**src/rtl/dds_sample_gen.sv**
```systemverilog
// Phase-accumulator waveform generator (saw/square/triangle/constant) driven by an external sample strobe.
// Latency: Sample/SampleValid/Wrap appear one cycle after the accepted Enable.
// Backpressure: none; every accepted Enable yields exactly one SampleValid, and Mode changes resynchronise the phase.
module dds_sample_gen #(
    parameter int PHASE_W = 16,
    parameter int OUT_W   = 8
) (
    input  logic               Fg_clk,
    input  logic               Resetn,
    input  logic               Ready,
    input  logic               Enable,
    input  logic [2:0]         Mode,
    input  logic [PHASE_W-1:0] TuneWord,
    input  logic [1:0]         WaveSel,
    output logic [OUT_W-1:0]   Sample,
    output logic               SampleValid,
    output logic               Wrap,
    output logic               Running,
    output logic [15:0]        SampleCount
);

    typedef enum logic [1:0] {
        IDLE   = 2'd0,
        RUN    = 2'd1,
        RESYNC = 2'd2
    } state_t;

    state_t             state;
    logic [PHASE_W-1:0] phase;
    logic [2:0]         mode_q;

    logic [PHASE_W:0]   sum;
    logic [OUT_W-1:0]   step_smp;
    logic [OUT_W-1:0]   zero_smp;
    logic               mode_chg;
    logic [15:0]        count_inc;

    // Map a phase value onto the selected waveform.
    function automatic logic [OUT_W-1:0] wave_fn(input logic [PHASE_W-1:0] p,
                                                 input logic [1:0]         sel);
        logic [OUT_W-1:0] t;
        logic [OUT_W-1:0] r;
        t = p[PHASE_W-2 -: OUT_W];
        case (sel)
            2'd0:    r = p[PHASE_W-1 -: OUT_W];
            2'd1:    r = {OUT_W{p[PHASE_W-1]}};
            2'd2:    r = p[PHASE_W-1] ? ~t : t;
            default: r = {1'b1, {(OUT_W-1){1'b0}}};
        endcase
        return r;
    endfunction

    // Next-phase candidate, waveform lookups and saturating count.
    always_comb begin
        sum       = {1'b0, phase} + {1'b0, TuneWord};
        step_smp  = wave_fn(sum[PHASE_W-1:0], WaveSel);
        zero_smp  = wave_fn('0, WaveSel);
        mode_chg  = (Mode != mode_q);
        count_inc = (SampleCount == 16'hFFFF) ? SampleCount : SampleCount + 16'd1;
    end

    assign Running = (state != IDLE);

    // Control FSM with phase accumulator and registered sample outputs.
    always_ff @(posedge Fg_clk or negedge Resetn) begin
        if (!Resetn) begin
            state       <= IDLE;
            phase       <= '0;
            mode_q      <= '0;
            Sample      <= '0;
            SampleValid <= 1'b0;
            Wrap        <= 1'b0;
            SampleCount <= '0;
        end else begin
            mode_q      <= Mode;
            SampleValid <= 1'b0;
            Wrap        <= 1'b0;
            case (state)
                IDLE: begin
                    phase <= '0;
                    if (Ready) begin
                        state       <= RUN;
                        SampleCount <= '0;
                    end
                end
                RUN: begin
                    if (Ready) begin
                        phase       <= '0;
                        SampleCount <= '0;
                    end else if (mode_chg) begin
                        // Coincident Enable is dropped; the next one restarts from phase 0.
                        state <= RESYNC;
                    end else if (Enable) begin
                        phase       <= sum[PHASE_W-1:0];
                        Sample      <= step_smp;
                        SampleValid <= 1'b1;
                        Wrap        <= sum[PHASE_W];
                        SampleCount <= count_inc;
                    end
                end
                RESYNC: begin
                    if (Ready) begin
                        state       <= RUN;
                        phase       <= '0;
                        SampleCount <= '0;
                    end else if (mode_chg) begin
                        // Mode still moving: keep waiting, ignore Enable.
                        state <= RESYNC;
                    end else if (Enable) begin
                        state       <= RUN;
                        phase       <= '0;
                        Sample      <= zero_smp;
                        SampleValid <= 1'b1;
                        SampleCount <= count_inc;
                    end
                end
                default: begin
                    state <= IDLE;
                    phase <= '0;
                end
            endcase
        end
    end

endmodule

```
**config.mk**
```make
export PLATFORM = sky130hd
export DESIGN_NAME = dds_sample_gen
export DESIGN_NICKNAME = d
export VERILOG_FILES = /design/src/rtl/dds_sample_gen.sv
export SDC_FILE = /design/constraint.sdc
export NUM_CORES = 1
export LEC_CHECK = 0
export CAP_MARGIN = 10
export CORE_MARGIN = 2
export CORE_UTILIZATION = 40
export CTS_CLUSTER_DIAMETER = 150
export CTS_CLUSTER_SIZE = 28
export DETAILED_ROUTE_END_ITERATION = 12
export MAX_ROUTING_LAYER = met4
export PLACE_DENSITY = 0.77
export SLEW_MARGIN = 40
export SYNTH_ARGS = -nofsm -noshare
export SYNTH_HDL_FRONTEND = slang
export SYNTH_SLANG_ARGS = --single-unit
```
**constraint.sdc**
```tcl
create_clock -name Fg_clk -period 2.59 [get_ports Fg_clk]
set_input_delay 0.3885 -clock Fg_clk [delete_from_list [all_inputs] [get_ports Fg_clk]]
set_output_delay 0.3885 -clock Fg_clk [all_outputs]
set_load 0.1 [all_outputs]
```
# == After elaboration in Yosys (flattened, before gate mapping) ==
# Cells that the tools add are included.
# word_totals
register_bits,47
in_bits,25
# op_classes
n_addsub,2
n_eq_ne,22
mux,38
bitwise,1
n_reduce_logical,11
# op_table
op,n
16-bit two-way mux,11
8-bit two-way mux,8
16-bit one-hot mux with 2 select lines,2
8-bit one-hot mux with 3 select lines,1
3-bit != test (second input constant),6
16-bit by 16-bit adder with 17-bit output,1
16-bit by 1-bit adder with 16-bit output (second input constant),1
16-bit equality test (second input constant),1
2-bit != test (second input constant),8
8-bit one-hot mux with 2 select lines,1
2-bit two-way mux,6
1-bit two-way mux,8
8-bit NOT,1
4-bit AND reduction,2
7-bit AND reduction,1
2-bit one-hot mux with 3 select lines,1
2-bit nonzero test,3
5-bit AND reduction,1
2-bit by 1-bit equality test with 1-bit output (second input constant),2
2-bit equality test (second input constant),2
2-bit zero test,2
4-bit != test (second input constant),1
3-bit by 1-bit != test with 1-bit output (second input constant),1
3-bit != test,1
other kinds (2),2

# == Depth between registers and ports, before layout ==
# Gate-level depths: netlist of the first run.
# depth
word_depth,8
ltp_mapped,10

# == Worst setup path before layout of the first run ==
# No wires, ideal clock.
# synth_timing
path_kind,register to register
startpoint,reg SampleCount[4]
endpoint,reg SampleCount[7]
arrival_ps,2548
path_slack_ps,-90
stages_incl_launch_ff,9
n_path_buf,0
path_cell_list,dfrtp_1 -> and4_1 -> nand4_1 -> nor4_1 -> a21boi_2 -> nor2_2 -> nor3b_1 -> xnor2_1 -> nor2_1
# synth_via
elab_chain_cells,6
elab_cells_between_ends,9
classes_between,1 x add/sub; 2 x eq/ne; 5 x mux; 1 x reduce/logical
# synth_lines
item,line,source
start: declaration,19,output logic [15:0] SampleCount
start signal: assignment,98,SampleCount <= count_inc;
start signal: assignment,114,SampleCount <= count_inc;
16-bit by 1-bit adder with 16-bit output,59,count_inc = (SampleCount == 16'hFFFF) ? SampleCount : SampleCount + 16'd1;
16-bit two-way mux,59,
16-bit two-way mux,"93, 109",
16-bit two-way mux,106,end else if (mode_chg) begin
16-bit two-way mux,102,if (Ready) begin
16-bit one-hot mux with 2 select lines,78,case (state)
# Several ways; a longest one is shown, not always the timed one. The select of a mux whose other input is x is not followed.
# A chain may end at the register's enable or synchronous reset.

# == Worst setup path in the final report of the first run ==
# layout_timing
startpoint,in TuneWord[9]
endpoint,reg Sample[6]
# layout_via
elab_chain_cells,8
# layout_lines
item,line,source
start: declaration,13,"input logic [PHASE_W-1:0] TuneWord,"
16-bit by 16-bit adder with 17-bit output (*),55,"sum = {1'b0, phase} + {1'b0, TuneWord};"
8-bit NOT,47,2'd2: r = p[PHASE_W-1] ? ~t : t;
8-bit two-way mux,47,
8-bit one-hot mux with 3 select lines (*),44,case (sel)
8-bit two-way mux (*),93,end else if (Enable) begin
8-bit two-way mux (*),90,end else if (mode_chg) begin
8-bit two-way mux (*),87,if (Ready) begin
8-bit one-hot mux with 2 select lines (*),78,
end signal: assignment,95,Sample <= step_smp;
end signal: assignment,112,Sample <= zero_smp;
end: declaration,15,"output logic [OUT_W-1:0] Sample,"
# Mark *: on every way between the ends. The rest lies on a longest branch, timed or not. The select of a mux whose other input is x is not followed.

==> results of run 1 <==
==> per-layer routing <==
metal | up-vias | track usage | wire, um
met2 | 68 | 0.325 | 3790
met5 | - | - | 0
met3 | 16 | 0.0324 | 306
met1 | 1357 | 0.237 | 3370
li1 | 1400 | - | -
met4 | 0 | 0.0606 | 171
==> power by group through the flow <==
stage                     Combinational, mW  Clock, mW  Sequential, mW
final                                  1.38      0.443           0.892
after global placement                 1.33          0           0.901
after detailed placement               1.36          0           0.905
after global routing                   1.48      0.481           0.903
after floorplan                       0.538          0            1.33
after CTS                              1.37      0.455           0.890
==> cells by family after synthesis <==
group | share of synthesized area
AOI/OAI and AO/OA | 0.218
adders and majority gates | 0.0926
and+or+nand+nor | 0.180
buffers and inverters | 0.0311
xor gates and xnor gates | 0.0889
muxes | 0.00328
DFF | 0.385
==> stage by stage <==
stage                util  std cells  worst slack, ns  hold slack (ns)  cell area [um^2]
floorplan               -        329            0.133           0.0929              3060
finish              0.568        527           0.0976            0.173              4160
global placement    0.536        517           -0.349            0.466              3930
CTS                 0.551        525           0.0182            0.202              4040
detailed placement  0.536        517           -0.444            0.476              3930
global route        0.568        527          -0.0107            0.236              4160
==> worst reg2reg max path: stages (launching register included) <==
cell and delay (ns):
dfrtp_1 0.41, ha_4 0.17, fa_2 0.34, a21o_1 0.21, nand3_2 0.10, a31oi_4 0.09
a21o_1 0.19, o31a_1 0.29, xor2_1 0.17, a222oi_1 0.27, o21ai_1 0.12
==> how the worst max path moves through the flow <==
stage	depth (start not counted)	start	end
floorplan	10	TuneWord[0]	Sample[6]
global placement	11	TuneWord[0]	Sample[6]
detailed placement	11	TuneWord[0]	Sample[6]
CTS	10	TuneWord[1]	Sample[6]
global route	10	phase[0]	Sample[6]
finish	10	TuneWord[9]	Sample[6]
==> cells in the final DEF, fill, tap and decap left out, types with 7 or more instances in the layout <==
cell type        netlist  layout
ha_1                  21      16
o211ai_1               8       8
nor2_1                33      33
clkdlybuf4s50_1        0      19
nand3_1               10       9
nor3_1                 7       7
a22o_1                 9       9
a21oi_1               19      18
xor2_1                10      10
o21ai_0               19      19
nand2_1               25      24
buf_4                  0      77
xnor2_1               21      20
inv_1                 11      10
dfrtp_1               47      43
==> registers in the layout (all words and copies together) (netlist names) <==
name         count
state            2
SampleCount     16
phase           16
SampleValid      1
mode_q           3
Wrap             1
Sample           8
==> final cells by class <==
type	count	share of cell area
timing repair buffer	101	0.197
sequential	47	0.284
multi-input combinational	261	0.458
clock inverter	2	0.00301
clock buffer	6	0.0174
tap	99	0.0298
inverter	11	0.0108
==> timing repair <==
| action | in CTS | in global routing |
|---|---|---|
| hold buffers | 0 | 0 |
| gates resized for setup | 6 | 16 |
| buffers inserted | 0 | 2 |
| setup endpoints to repair | 5 | 8 |
| cloned | 0 | 0 |
| pin swaps | 10 | 20 |
==> reports/results.tsv, run 1 <==
stage	metric	value	unit
status	status	finished clean	
worst_setup_path	r2r_cells	10	
synthesis	yosys.cell_types.count	57	
power	finalPower	2.72	mW
worst_setup_path	cpPeakStageDelay	0.42	ns
floorplanning	die_w	91.4	um
synthesis	yosys_warnings	0	
final_layout	drive_gt1_frac	0.271	
timing	skew	0.00362	ns
power	ir_drop	0.439	mV
final_layout	syn_to_final_growth	36.3	%
final_layout	fill_cells	613	
timing	rsz0062_at_grt	true	
synthesis	netlist.top_cell.by_area	dfrtp_1	
floorplanning	die-area	8350	um^2
power	power_density	653	nW/um^2
power	cellLeakagePower	1.88	nW
final_layout	n_antenna_cell	0	
worst_setup_path	r2r_end	Sample[6]	
worst_setup_path	cpLargestDelayFamily	compound AO/OA/AOI/OAI gates	
timing	final_hold_viol_count	0	
clock_tree	cts_root_buf	clkbuf_8	
power	power_switching	1.29	mW
worst_setup_path	end_kind	flop	
timing	setup_viol	0	
floorplanning	initial_core_util	0.416	
place	dp_hpwl	5890	um
worst_setup_path	startpoint_type	input pin	
run	max_cap_viol_count	0	
hold_path	min_path_type	input pin to async pin	
final_layout	nNetsFinal	474	
routing	drc	0	
timing	slew-limit-headroom	0.600	
clock_tree	clkTransAtPathRegs	0.09	ns
timing	maxSlewViolCount	0	
timing	tightest_slew	0.600	ns
grt	grt_max_degree	48	
power	power_frac_seq	0.328	
place	gp_congestion	0.918	
worst_setup_path	r2r_slack	0.1	ns
grt	grt_pass1_wl	12900	um
synthesis	synth_top_area_share	0.385	
grt	antenna_found_initial	0	
place	portBuffers	51	
synthesis	syn_area_per_cell	9.28	um^2
synthesis	ys.flop_type	dfrtp_1	
clock_tree	clockBufferDepth	2	
final_layout	seqCellArea	1180	um^2
synthesis	ys_ff_latch	47	
worst_setup_path	rr_startpoint	phase[0]	
clock_tree	clk_latency	0.30	ns
synthesis	async_flop_share	1.00	
worst_setup_path	crit_buf_inv	1	
power	pwr-share-clk	0.163	
floorplanning	die-height	91.4	um
power	pwr-share-comb	0.509	
worst_setup_path	critPathMaxFanout	8	
timing	fmax	401	MHz
synthesis	synth_fp_nets	376	
timing	finalCriticalPeriod	2.49	ns
synthesis	syn_area	3050	um^2
worst_setup_path	worst_ep_arrival_time	2.67	ns
synthesis	synth_cells	329	
power	netSwitchingFraction	0.475	
timing	tns	0	ns
routing	num_vias	2841	
floorplanning	core	7330	um^2
clock_tree	cts_sinks	47	
grt	grt-ovfl-total	0	
synthesis	synth_common_cells	47 x dfrtp_1, 33 x nor2_1, 25 x nand2_1	
synthesis	synth_area_leaders	dfrtp_1 39%, ha_1 8.6%, xnor2_1 6.0%	
final_layout	multi_input_area	1910	um^2
routing	viasPerCell	5.39	
routing	drtAntennaViolNets	0	
worst_setup_path	worstSetupPathType	input pin to flop	
synthesis	ys_seq_area_frac	0.385	
floorplanning	io_pins	52	
floorplanning	rows	31	
clock_tree	numCtsBuffers	5	
timing	finalCritPeriodShare	0.962	
routing	drt_wl_total	7640	um
routing	routedWlPerCell	14.5	um
grt	grt_usage	0.193	
synthesis	synth.most_common_cell	dfrtp_1	
worst_setup_path	required	2.77	ns
power	internal-power	1.43	mW
worst_setup_path	crit_chain	clkdlybuf4s50_1 > ha_1 > a21oi_2 > o211ai_1 > and2_0 > a21o_1 > o31a_1 > xor2_1 > a222oi_1 > o21ai_1	
grt	first_global_vias	2822	
routing	drtIter0Drc	117	
synthesis	synth-edff-count	0	
clock_tree	cts_tree	yes	
clock_tree	cts_max_level	2	
routing	first_pass_iters	4	
worst_setup_path	critPathSlowestCell	ha_1	
(Power assumes the default switching activity.)
==> run 2: changes to the inputs <==
--- a/config.mk
+++ b/config.mk
@@ -13,7 +13,7 @@
 export DETAILED_ROUTE_END_ITERATION = 12
 export MAX_ROUTING_LAYER = met4
 export PLACE_DENSITY = 0.77
-export SLEW_MARGIN = 40
+export SLEW_MARGIN = 0
 export SYNTH_ARGS = -nofsm -noshare
 export SYNTH_HDL_FRONTEND = slang
 export SYNTH_SLANG_ARGS = --single-unit
==> results of run 2 <==
Final layout, timing and power as in run 1 (identical DEF).
==> run 3: changes to the inputs <==
--- a/config.mk
+++ b/config.mk
@@ -5,6 +5,7 @@
 export SDC_FILE = /design/constraint.sdc
 export NUM_CORES = 1
 export LEC_CHECK = 0
+export ABC_AREA = 1
 export CAP_MARGIN = 10
 export CORE_MARGIN = 2
 export CORE_UTILIZATION = 40
@@ -12,8 +13,9 @@
 export CTS_CLUSTER_SIZE = 28
 export DETAILED_ROUTE_END_ITERATION = 12
 export MAX_ROUTING_LAYER = met4
-export PLACE_DENSITY = 0.77
+export PLACE_DENSITY = 0.74
 export SLEW_MARGIN = 0
 export SYNTH_ARGS = -nofsm -noshare
 export SYNTH_HDL_FRONTEND = slang
 export SYNTH_SLANG_ARGS = --single-unit
+export TNS_END_PERCENT = 5
==> constraint.sdc (replaced) <==
create_clock -name Fg_clk -period 2.81 [get_ports Fg_clk]
set_input_delay 0.4215 -clock Fg_clk [delete_from_list [all_inputs] [get_ports Fg_clk]]
set_output_delay 0.4215 -clock Fg_clk [all_outputs]
set_load 0.1 [all_outputs]
==> reports/results.tsv, run 3 <==
stage	metric	value	unit
synthesis	synth_cells	552	
place	dp_hpwl	7330	um
grt	grt-ovfl-total	0	
floorplanning	die-area	10000	um^2
routing	first_pass_iters	5	
worst_setup_path	worst_ep_arrival_time	2.48	ns
timing	holdWs	0.111	ns
clock_tree	cts_hold_buf	0	
routing	drtAntennaViolNets	0	
worst_setup_path	end_kind	flop	
floorplanning	die-height	100	um
final_layout	top_regs	SampleCount x16, phase x16, Sample x8	
clock_tree	cts_max_level	2	
synthesis	synth-edff-count	0	
grt	first_global_vias	3561	
timing	worst_slack	0.534	ns
timing	skew	0.0135	ns
synthesis	yosys.cell_types.count	39	
clock_tree	cts_root_buf	clkbuf_8	
worst_setup_path	crit_chain	clkdlybuf4s50_1 > ha_1 > fa_1 > nand2_1 > nand2_1 > nand3_1 > nand2_1 > nand2_1 > nand2_1 > nand2_1 > nand2_1 > nand2_1 > nand2_1 > inv_1 > nand2_1 > nand2_1 > nand2_1	
clock_tree	cts_resized	0	
routing	viasPerCell	5.05	
grt	antenna_found_initial	0	
floorplanning	rows	35	
place	dp_slack	0.225	ns
worst_setup_path	crit_buf_inv	2	
place	portBuffers	51	
grt	grt_pass1_wl	16000	um
timing	tightest_slew	0.621	ns
run	max_cap_viol_count	0	
timing	finalCriticalPeriod	2.28	ns
clock_tree	clockBufferDepth	2	
worst_setup_path	startpoint_type	input pin	
final_layout	syn_to_final_growth	17.9	%
clock_tree	clkTransAtPathRegs	0.10	ns
timing	finalCritPeriodShare	0.810	
grt	grt_usage	0.202	
routing	drtIter0Drc	127	
status	status	finished clean	
timing	setup_viol	0	
clock_tree	cts_tree	yes	
synthesis	synth_top_area_share	0.319	
timing	final_hold_viol_count	0	
power	power_density	619	nW/um^2
worst_setup_path	crit_top_cell	nand2_1	
worst_setup_path	cpPeakStageDelay	0.43	ns
worst_setup_path	critPathMaxFanout	4	
timing	maxSlewViolCount	0	
floorplanning	initial_core_util	0.405	
clock_tree	cts_setup_buffers	0	
synthesis	synth.most_common_cell	nand2_1	
synthesis	netlist.top_cell.by_area	dfrtp_1	
timing	tns	0	ns
grt	grt_max_degree	26	
timing	fmax	439	MHz
hold_path	min_path_type	input pin to async pin	
synthesis	ys.flop_type	dfrtp_1	
routing	num_vias	3625	
final_layout	drive_gt1_frac	0.110	
synthesis	async_flop_share	1.00	
final_layout	n_antenna_cell	0	
clock_tree	cts_sinks	47	
power	cellLeakagePower	2.37	nW
worst_setup_path	required	3.01	ns
floorplanning	die_w	100	um
synthesis	syn_area	3690	um^2
timing	slew-limit-headroom	0.586	
synthesis	synth_area_leaders	dfrtp_1 32%, nand2_1 19%, nand3_1 9.2%	
place	gp_congestion	0.904	
synthesis	ys_ff_latch	47	
synthesis	synth_fp_nets	599	
worst_setup_path	cpLargestDelayFamily	simple AND/OR/NAND/NOR gates	
routing	drc	0	
worst_setup_path	worstSetupPathType	input pin to flop	
timing	rsz0062_at_grt	false	
power	ir_drop	0.492	mV
clock_tree	clk_latency	0.31	ns
final_layout	nNetsFinal	654	
routing	drt_wl_total	9330	um
synthesis	syn_area_per_cell	6.68	um^2
floorplanning	io_pins	52	
final_layout	layout_commonest_cell	nand2_1	
worst_setup_path	critPathSlowestCell	fa_1	
floorplanning	core	9110	um^2
synthesis	ys_seq_area_frac	0.319	
clock_tree	numCtsBuffers	5	
synthesis	yosys_warnings	0	
routing	routedWlPerCell	13.0	um
final_layout	mostFrequentLayoutCells	191 x nand2_1, 75 x inv_1, 68 x nand3_1, 47 x dfrtp_1, 40 x nor2_1	
synthesis	synth_common_cells	191 x nand2_1, 75 x inv_1, 68 x nand3_1	
-- run 3: cell types whose count changed in the layout (fill, tap and decap cells not counted), sizes merged, moves of 4 or more --
cell / change
inv: +69
nor2: +9
a22o: -10
clkdlybuf4s50: +4
xnor2: -19
a22oi: -4
o31ai: -4
nand2: +176
a21o: -7
o211ai: -7
or3: -6
nand3: +60
buf: -46
-- run 3: metal layers --
layer | up-vias | global-route usage | part of all wire | wire [um]
li1 | 1866 | - | - | -
met4 | 0 | 0.0601 | 0.019 | 174
met5 | - | - | 0 | 0
met3 | 16 | 0.0306 | 0.041 | 387
met1 | 1651 | 0.256 | 0.47 | 4400
met2 | 92 | 0.335 | 0.47 | 4370
-- run 3: worst paths after layout --
path	start	to	slack [ns]	cells past startpoint
min in group Fg_clk	Sample[3]	Sample[3]	0.50	2
min reg2reg	Sample[3]	Sample[3]	0.50	2
max reg2reg	state[0]	SampleCount[10]	0.64	8
min	Resetn	phase[11]	0.11	1
max in group asynchronous	Resetn	phase[1]	2.06	2
max	TuneWord[0]	Sample[6]	0.53	17
-- run 3: logic make-up after synthesis --
logic type	count (synthesis)	synth area share
flops	47	0.319
xor+xnor	14	0.0332
simple gates	333	0.401
fa+ha+maj	22	0.0767
compound gates	50	0.0818
buf+inv	86	0.0885
-- run 3: layout make-up --
cell class,instances,area (um^2)
fillers,934,4760
multi-input cells,419,2190
flip-flops and latches,47,1180
repair buffers,55,468
inverters,79,297
well taps,111,139
clock buffers,5,68.8
clock inverters,2,13.8
-- run 3: report_power, final --
part	internal, mW	leakage [nW]	switching (mW)
Clock	0.171	0.0440	0.249
Sequential	0.766	0.637	0.0711
Combinational	0.346	1.69	1.09
-- run 3: metrics by stage --
step	total power, mW	std cells	utilization	instance area, um^2
5_1_grt	2.87	718	0.477	4350
3_5_place_dp	2.28	711	0.468	4270
4_1_cts	2.70	718	0.477	4350
6_report	2.69	718	0.477	4350
2_1_floorplan	1.93	552	-	3690
3_3_place_gp	2.25	711	0.468	4270
